[config.mk]
export PLATFORM = sky130hd
export DESIGN_NAME = forward_multi_stable_cdc
export DESIGN_NICKNAME = d
export VERILOG_FILES = /design/src/rtl/forward_multi_stable_cdc.sv
export SDC_FILE = /design/constraint.sdc
export NUM_CORES = 1
export LEC_CHECK = 0
export CORE_MARGIN = 2
export CORE_UTILIZATION = 30
export DETAILED_ROUTE_END_ITERATION = 10
export PLACE_DENSITY_LB_ADDON = 0.3
export SYNTH_ARGS = -nofsm -noshare
export SYNTH_HDL_FRONTEND = slang
export SYNTH_SLANG_ARGS = --single-unit
[constraint.sdc]
create_clock -name clk -period 2.9 [get_ports clk]
set_input_delay 0.58 -clock clk [delete_from_list [all_inputs] [get_ports clk]]
set_output_delay 0.58 -clock clk [all_outputs]
set_load 0.1 [all_outputs]
[src/rtl/forward_multi_stable_cdc.sv]
// Multi-bit forward synchronizer: per-bit flop chain, then a stability window that commits
// only coherent words, with commit edge pulses and a saturating count of abandoned values.
module forward_multi_stable_cdc #(
  parameter int DATA_WIDTH    = 8,
  parameter int SYNC_STAGES   = 2,
  parameter int STABLE_CYCLES = 4,
  parameter int GLITCH_WIDTH  = 16
) (
  input  logic                    clk,
  input  logic                    rst,
  input  logic [DATA_WIDTH-1:0]   dataIn,
  input  logic                    glitchClear,
  output logic [DATA_WIDTH-1:0]   dataSync,
  output logic [DATA_WIDTH-1:0]   dataStable,
  output logic                    dataValid,
  output logic [DATA_WIDTH-1:0]   riseEdge,
  output logic [DATA_WIDTH-1:0]   fallEdge,
  output logic [GLITCH_WIDTH-1:0] glitchCount
);
  localparam int RUN_W = $clog2(STABLE_CYCLES + 1);
  localparam logic [RUN_W-1:0] RUN_MAX = RUN_W'(STABLE_CYCLES);

  function automatic logic [RUN_W-1:0] run_sat_inc(input logic [RUN_W-1:0] r);
    return (r >= RUN_MAX) ? RUN_MAX : RUN_W'(r + 1'b1);
  endfunction

  function automatic logic [GLITCH_WIDTH-1:0] glitch_sat_inc(input logic [GLITCH_WIDTH-1:0] c);
    return (&c) ? c : GLITCH_WIDTH'(c + 1'b1);
  endfunction

  logic [DATA_WIDTH-1:0] sync_p [SYNC_STAGES];
  logic [DATA_WIDTH-1:0] sync_prev_p1;
  logic [RUN_W-1:0]      run_p1;
  logic [RUN_W-1:0]      run_cur;
  logic                  chg;
  logic                  commit;
  logic                  abandon;

  // Synchronizer chain: stage 0 is the only flop that sees the asynchronous input
  always_ff @(posedge clk) begin
    if (rst) begin
      for (int i = 0; i < SYNC_STAGES; i++) sync_p[i] <= '0;
    end else begin
      sync_p[0] <= dataIn;
      for (int i = 1; i < SYNC_STAGES; i++) sync_p[i] <= sync_p[i-1];
    end
  end

  assign dataSync = sync_p[SYNC_STAGES-1];
  assign chg      = (dataSync != sync_prev_p1);
  assign run_cur  = chg ? RUN_W'(1) : run_sat_inc(run_p1);
  assign commit   = (dataSync != dataStable) && (run_cur == RUN_MAX);
  assign abandon  = chg && (sync_prev_p1 != dataStable);

  // Qualification stage: run length, commit, edge pulses and glitch count
  always_ff @(posedge clk) begin
    if (rst) begin
      sync_prev_p1 <= '0;
      run_p1       <= '0;
      dataStable   <= '0;
      dataValid    <= 1'b0;
      riseEdge     <= '0;
      fallEdge     <= '0;
      glitchCount  <= '0;
    end else begin
      sync_prev_p1 <= dataSync;
      run_p1       <= run_cur;
      dataValid    <= commit;
      if (commit) begin
        dataStable <= dataSync;
        riseEdge   <= dataSync & ~dataStable;
        fallEdge   <= ~dataSync & dataStable;
      end else begin
        riseEdge   <= '0;
        fallEdge   <= '0;
      end
      if (glitchClear)  glitchCount <= '0;
      else if (abandon) glitchCount <= glitch_sat_inc(glitchCount);
    end
  end
endmodule

==> impl_metrics.ini, run 1 <==
[min_path]
hold_class = reg2reg

[drt]
met1_length_mm = 2.89
avgRoutedWirePerCell_um = 12.2
routed_wl_mm = 6.02
vias_per_cell = 4.38
ant_nets = 0
route.detailed.drc = 0
route.met3.wl_um = 259
top_layer = met4
firstDrtPassIters = 4
wl_met2_mm = 2.77
vias = 2153
first_iter_violations = 78

[global_routing]
grt_max_degree = 23
grt_pass1_wl_mm = 9.60
grt_pass1_vias = 2015
antenna_found_initial = 0
grt.overflow.total = 0
track_usage_pct = 11.8

[die]
die_x_um = 103
pin_count = 60
core_area_um2 = 9640
rows = 36
initial_core_util_pct = 30.5
dieArea_um2 = 10600
die_y_um = 103

[timing]
timing.setup.tns_ns = 0
worst_slew_pin_slew_ns = 0.691
rsz0062_at_grt = false
drv_slew = 0
relSlewSlack_pct = 53.5
fmax_mhz = 463
min_period_over_period_pct = 74.6
finalHoldViolCount = 0
fin_crit_ns = 2.16
setup_violations = 0
finalClockSkew_ns = 0.00715

[yosys]
synth_top_family_by_area = simple AND/OR/NAND/NOR gates
ys_warn_count = 0
synth.area.top_cells = dfxtp_1, ha_1, mux2i_1
syn_avg_cell_area_um2 = 9.82
synthAdderAreaFrac_pct = 8.10
ys_seq_elements = 68
synth.distinct_cells = 42
synth_top_area_share_pct = 46.4
ys_seq_area_share_pct = 46.4
synth_area_um2 = 2940
syn_nets = 329
synthMuxAreaShare_pct = 5.11
synth-xor-area-share_pct = 4.77
synth_top_cell_by_area = dfxtp_1
synthCells = 299
yosys.area_share.simple_pct = 23.4
synth_compound_area_share_pct = 5.75

[placed_design]
hpwl_mm = 4.41
place_congestion = 0.730
numPortBuffers = 59

[worst_setup_path]
cp_num_buf_inv = 0
cp_max_fo = 9
cp_slowest_cell = or4_1
slowest_delay_ns = 0.47
worstPathRequired_ns = 3.17
critical_path.endpoint_type = register
critical_path.top_delay_family = simple AND/OR/NAND/NOR gates
worstSetupStartpointType = register
criticalPathCategory = reg2reg
worstPathArrival_ns = 2.43
cp_cell_sequence = ha_1 -> and3_1 -> and4_4 -> a211o_4 -> or4_1 -> a21oi_1

[clock_tree]
cts_tree = built
ctsResizeCount = 0
postCtsHoldBufs = 0
cts.sinks = 68
cts_setup_buffers = 0
clkTransAtPathRegs_ns = 0.07
clockRootBuffer = clkbuf_8
cts_htree_levels = 3
cts_buffers = 9
clkLatencyLatePin_ns = 0.33
cts_buffer_depth = 2

[cells_and_area]
multi_input_area_um2 = 1390
syn_to_final_growth_pct = 25.4
final_cell_mix = dfxtp_1, buf_4, nor2_1
nFillCells = 1009
regArea_um2 = 1360
drive_gt1_share_pct = 21.4
layout_commonest_cell = dfxtp_1
antenna_cells = 0
final_net_count = 384

[job]
cap_violations = 0

[pwr]
p_per_area_nw_per_um2 = 510
ir_drop_mv = 0.252
leakagePower_nw = 1.48
power_mw = 1.88

[outcome]
status = finished clean
Yosys cell counts, drive strengths merged:
cell type / instances
o31a: 1
a21oi: 8
or3: 7
a211o: 1
nor4: 9
o311ai: 1
or4: 4
or2: 2
xor2: 8
and3: 2
nand2: 12
nor3: 3
nand4: 7
o31ai: 4
inv: 19
nor2b: 16
and2: 17
o21ai: 1
buf: 12
o211a: 1
nor2: 23
o22ai: 1
and3b: 1
or4b: 1
mux2i: 15
nand4b: 1
o21a: 1
nand4bb: 1
nor4b: 2
o41ai: 4
dfxtp: 68
nand3: 7
clkbuf: 8
xnor2: 8
and4: 4
ha: 19
path summary, 6_finish.rpt:
kind / from / to / slack (ns) / cells past startpoint
setup / recovery: glitchCount[0] / glitchCount[14] / 0.74 / 6
hold / removal: sync_p[0][7] / sync_p[0][15] / 0.44 / 1
setup reg to reg: glitchCount[0] / glitchCount[14] / 0.74 / 6
hold reg to reg: sync_p[0][7] / sync_p[0][15] / 0.44 / 1
flip-flops by register name, indices dropped and copies added (netlist names):
signal / cells
riseEdge: 8
sync_prev_p1: 8
dataStable: 8
glitchCount: 16
dataValid: 1
run_p1: 3
sync_p: 16
fallEdge: 8
layout make-up:
| cell class | instances | share of cell area [%] |
|---|---|---|
| Clock buffer | 10 | 3.47 |
| Multi-Input combinational cell | 192 | 37.6 |
| Timing Repair Buffer | 64 | 13.7 |
| Sequential cell | 68 | 37.0 |
| Inverter | 19 | 1.94 |
| Clock inverter | 6 | 1.73 |
| Tap cell | 133 | 4.52 |
per-stage QoR:
step,instances,hold WS (ns),instance area (µm²),utilization [%],worst slack (ns)
3_3_place_gp,476,0.417,3490,36.2,0.701
5_1_grt,492,0.459,3680,38.2,0.561
3_5_place_dp,476,0.420,3490,36.2,0.617
6_report,492,0.436,3680,38.2,0.738
4_1_cts,492,0.437,3680,38.2,0.728
2_1_floorplan,299,0.414,2940,-,0.346
logic make-up after synthesis:
family,count (synthesis)
buffers and inverters,39
and+or+nand+nor,119
adders and majority gates,19
xor gates and xnor gates,16
muxes,15
AOI/OAI and AO/OA,23
DFF,68
power by group:
group,switching (mW),internal (mW)
Clock,0.354,0.397
Sequential,0.0151,0.950
Combinational,0.108,0.0531
Total,0.477,1.40
routing by layer:
| metal | GRT usage (%) | vias up |
|---|---|---|
| met1 | 15.3 | 969 |
| met5 | 0 | - |
| met4 | 5.57 | 0 |
| met2 | 18.4 | 46 |
| met3 | 3.05 | 8 |
| li1 | - | 1130 |
Power figures use the tool's default switching activity.
==> inputs of run 2 (changes only) <==
clock period = 1.7 ns   (was 2.9 ns; I/O delays follow)
==> run 2 against run 1 <==
Against the previous run: the flow now finishes with violations (negative setup slack); worst setup slack got worse by 0.83 ns; critical path type unchanged; total power rose by 82%; clock power rose by 72%; critical path depth did not move; largest cell class unchanged; sequential power rose by 67%; worst hold slack improved by 0.0026 ns; wire length rose by 33%; count of clock-buffer cells in the layout did not move; clock skew rose by 0.0070 ns; critical endpoint is now glitchCount[10]; non-clock buffer count rose by 72.
==> impl_metrics.ini, run 2 (synthesis results as in run 1) <==
[drt]
avgRoutedWirePerCell_um = 14.1
vias = 2560
ant_nets = 0
route.detailed.drc = 0
vias_per_cell = 4.53
firstDrtPassIters = 4
routed_wl_mm = 7.99
first_iter_violations = 88

[die]
die_y_um = 103
initial_core_util_pct = 30.5
die_x_um = 103
pin_count = 60
dieArea_um2 = 10600
rows = 36
core_area_um2 = 9640

[worst_setup_path]
worstPathRequired_ns = 1.98
worstSetupStartpointType = register
criticalPathCategory = reg2reg
critical_path.endpoint_type = register
worstPathArrival_ns = 2.07
cp_max_fo = 8

[pwr]
power_mw = 3.42
leakagePower_nw = 2.09
combPwrFrac_pct = 15.0
p_clk_share_pct = 37.9
power.internal_mw = 2.45
power_frac_seq_pct = 47.1
ir_drop_mv = 0.270
p_per_area_nw_per_um2 = 621
switching_share_pct = 28.3
p_sw_mw = 0.968

[clock_tree]
cts_buffers = 9
cts_htree_levels = 3
clockRootBuffer = clkbuf_8
clkTransAtPathRegs_ns = 0.08
postCtsHoldBufs = 0
clkLatencyLatePin_ns = 0.35
cts.sinks = 68
cts_tree = built
cts_buffer_depth = 2

[cells_and_area]
largestRegisters = glitchCount: 16 flops, sync_p: 16 flops
layout_commonest_cell = buf_4
nFillCells = 789
antenna_cells = 0
multi_input_area_um2 = 1870
syn_to_final_growth_pct = 87.3
regArea_um2 = 1480
final_net_count = 457
drive_gt1_share_pct = 56.5
final_cell_mix = buf_4, buf_12, dfxtp_4, dfxtp_1, nor2_1

[global_routing]
grt.overflow.total = 0
grt_pass1_wl_mm = 12.8
antenna_found_initial = 0
use_met3_pct = 2.85
met2_usage_pct = 25.5
track_usage_pct = 15.9
globalRouteMet1Util_pct = 20.6
grt_max_degree = 21
grt-busiest-layer = met2
grt_pass1_vias = 2622

[timing]
worst_slack_ns = -0.0911
fmax_mhz = 558
setup_violations = 15
rsz0062_at_grt = true
fin_crit_ns = 1.79
relSlewSlack_pct = 80.0
worst_slew_pin_slew_ns = 0.298
finalClockSkew_ns = 0.0141
drv_slew = 0
finalHoldViolCount = 0
fin_hold_ws_ns = 0.439
timing.setup.tns_ns = -0.433
min_period_over_period_pct = 105

[outcome]
violations = negative setup slack
status = finished with violations

[placed_design]
dp_slack_ns = -0.222
numPortBuffers = 59
hpwl_mm = 5.36
place_congestion = 0.796

[min_path]
hold_class = reg2reg

[job]
cap_violations = 0
-- run 2: cell types whose count changed in the layout (fill, tap and decap cells not counted), moves of 5 or more --
cell | previous run | this run
buf_4 | 54 | 66
ha_4 | 0 | 10
buf_12 | 0 | 51
xnor2_2 | 0 | 5
dfxtp_4 | 0 | 26
xor2_1 | 8 | 3
dfxtp_2 | 0 | 16
buf_6 | 0 | 9
nor4_1 | 9 | 1
ha_1 | 19 | 9
xnor2_1 | 8 | 3
nor4_4 | 0 | 7
dfxtp_1 | 68 | 26
-- run 2: per-stage QoR --
step	util, %	instance area, µm²	instances
after global placement	49.3	4750	530
after detailed placement	49.3	4750	530
final	57.1	5500	565
after floorplan	-	3170	299
after global routing	57.1	5500	565
after CTS	55.1	5310	562
-- run 2: power by group through the flow --
stage          Sequential [mW]  Clock, mW  Combinational, mW
2_1_floorplan             1.67          0              0.209
3_3_place_gp              1.65          0              0.398
3_5_place_dp              1.65          0              0.403
4_1_cts                   1.61       1.32              0.480
5_1_grt                   1.62       1.39              0.548
6_report                  1.61       1.29              0.513
-- run 2: final timing paths --
check                     to  cells after the start  slack (ns)       startpoint
min reg2reg     sync_p[0][9]                      1        0.44     sync_p[0][1]
min             sync_p[0][9]                      1        0.44     sync_p[0][1]
max reg2reg  glitchCount[10]                      6       -0.09  sync_prev_p1[0]
max          glitchCount[10]                      6       -0.09  sync_prev_p1[0]
-- run 2: per-layer routing --
layer  vias up  wire, µm
met1      1224      3480
li1       1272         -
met3        10       259
met2        54      4110
met5         -         0
met4         0       141
-- run 2: timing repair --
action,in CTS,in global routing
cloned,2,0
pin swaps,17,18
endpoints found under the setup margin,41,41
buffers inserted,14,3
resized for setup,54,36
-- run 2: worst max-delay path: stages (launching register included) --
cell	delay [ns]
dfxtp_4	0.39
xor2_4	0.18
nor4_4	0.08
buf_4	0.14
a211o_4	0.36
or4_4	0.43
a21oi_2	0.13
-- run 2: final cells by class --
cell class              count  share of cell area (%)
multi-input cells         193                    34.1
clock buffers              10                    2.71
repair buffers            136                    31.2
inverters                  19                    1.30
clock inverters             6                   0.796
flip-flops and latches     68                    26.9
well taps                 133                    3.02
==> inputs of run 3 (changes only) <==
GPL_TIMING_DRIVEN = 0   (was not set)
SLEW_MARGIN = 20   (was not set)
==> run 3 against run 2 <==
Against the previous run: the flow still finishes with violations (negative setup slack); fmax fell by 2.0%; non-clock buffer count shrank 21; sequential cell count did not move; first-iteration DRC count down 6.8%; via count down 2.5%; combinational power is essentially flat; total power rose by 1.4%; clock skew decreased by 0.0036 ns; count of clock-buffer cells in the layout fell by 1; critical path depth rose by 1; global-route usage decreased by 1.8 points; largest cell class unchanged.
==> impl_metrics.ini, run 3 (synthesis results as in run 1) <==
[worst_setup_path]
cp_cell_sequence = ha_4 -> and3_4 -> and4_4 -> a211o_4 -> buf_6 -> o41ai_2 -> a21oi_2
critical_path.top_delay_family = compound AO/OA/AOI/OAI gates
cp_max_fo = 4
cp.depth = 7
cp_num_buf_inv = 1
criticalPathCategory = reg2reg
worstPathRequired_ns = 1.92
critical_path.endpoint_type = register
worstSetupStartpointType = register
reg2reg_depth = 7
cp_slowest_cell = dfxtp_4
slowest_delay_ns = 0.36
worstPathArrival_ns = 2.05

[timing]
finalClockSkew_ns = 0.0105
setup_violations = 11
rsz0062_at_grt = true
worst_slack_ns = -0.127
min_period_over_period_pct = 107
finalHoldViolCount = 0
fmax_mhz = 547
worst_slew_pin_slew_ns = 0.705
drv_slew = 0
timing.setup.tns_ns = -0.545
fin_crit_ns = 1.83
relSlewSlack_pct = 52.8

[clock_tree]
cts_tree = built
clockRootBuffer = clkbuf_8
cts.sinks = 68
cts_htree_levels = 3
clkTransAtPathRegs_ns = 0.08
clkLatencyLatePin_ns = 0.36
cts_buffer_depth = 2
cts_buffers = 9

[die]
initial_core_util_pct = 30.5
die_y_um = 103
die_x_um = 103
rows = 36
dieArea_um2 = 10600
pin_count = 60
core_area_um2 = 9640

[global_routing]
grt.overflow.total = 0
antenna_found_initial = 0
grt_pass1_wl_mm = 11.4
track_usage_pct = 14.1
grt_pass1_vias = 2281
grt_max_degree = 14

[min_path]
hold_class = reg2reg
hold_depth = 1

[outcome]
status = finished with violations
violations = negative setup slack

[cells_and_area]
drive_gt1_share_pct = 52.6
final_area_um2 = 4850
fin_cells = 544
antenna_cells = 0
largestRegisters = glitchCount: 16 flops, sync_p: 16 flops
syn_to_final_growth_pct = 65.2
final_net_count = 436
final_cell_mix = buf_4, clkdlybuf4s15_2, dfxtp_1
nFillCells = 897
layout_commonest_cell = buf_4
final_util_pct = 50.3

[drt]
first_iter_violations = 82
route.detailed.drc = 0
route.met3.wl_um = 254
met1_length_mm = 3.36
wl_met2_mm = 3.85
vias = 2495
avgRoutedWirePerCell_um = 14.0
firstDrtPassIters = 4
vias_per_cell = 4.59
ant_nets = 0
top_layer = met4
routed_wl_mm = 7.63

[pwr]
power_mw = 3.47
leakagePower_nw = 1.76
ir_drop_mv = 0.545
p_per_area_nw_per_um2 = 714

[placed_design]
place_area_um2 = 3920
numPortBuffers = 58
placedCellCount = 490
place_congestion = 0.821
hpwl_mm = 4.75

[job]
cap_violations = 0
-- run 3: through the flow --
step	setup WS (ns)	hold slack [ns]
after global placement	-0.573	0.418
final	-0.127	0.434
after floorplan	-0.280	0.414
after CTS	-0.165	0.435
after detailed placement	-0.564	0.423
after global routing	-0.178	0.451
-- run 3: what timing repair did --
item | 4_1_cts | 5_1_grt
pin swaps | 20 | 18
endpoints found under the setup margin | 90 | 39
buffers inserted | 24 | 13
hold buffers | 0 | 0
cloned | 1 | 1
resized for setup | 217 | 53
-- run 3: final timing paths --
kind / startpoint / end / slack, ns
setup / recovery: glitchCount[0] / glitchCount[15] / -0.13
hold / removal: sync_p[0][3] / sync_p[0][11] / 0.43
setup reg to reg: glitchCount[0] / glitchCount[15] / -0.13
hold reg to reg: sync_p[0][3] / sync_p[0][11] / 0.43
-- run 3: routing by layer --
layer | GRT usage, % | vias up
met5 | 0 | -
met3 | 2.98 | 11
met4 | 6.58 | 0
li1 | - | 1236
met1 | 18.0 | 1195
met2 | 22.9 | 53
-- run 3: final cells by class --
class	count	area, µm²	share of cell area [%]
plain buffers	19	151	3.12
clock buffers	9	124	2.55
clock inverters	7	73.8	1.52
inverters	19	76.3	1.57
multi-input cells	193	1850	38.0
flip-flops and latches	68	1480	30.4
well taps	133	166	3.43
repair buffers	96	940	19.4
-- run 3: report_power, final --
| part | switching [mW] | internal [mW] | total, mW |
|---|---|---|---|
| clock network | 0.656 | 0.682 | 1.34 |
| logic | 0.278 | 0.236 | 0.514 |
| registers | 0.0277 | 1.59 | 1.61 |
-- run 3: worst register-to-register path, stage by stage, from the launching register on --
cell     delay, ns
dfxtp_4       0.36
ha_4          0.15
and3_4        0.19
and4_4        0.15
a211o_4       0.32
buf_6         0.13
o41ai_2       0.31
a21oi_2       0.09
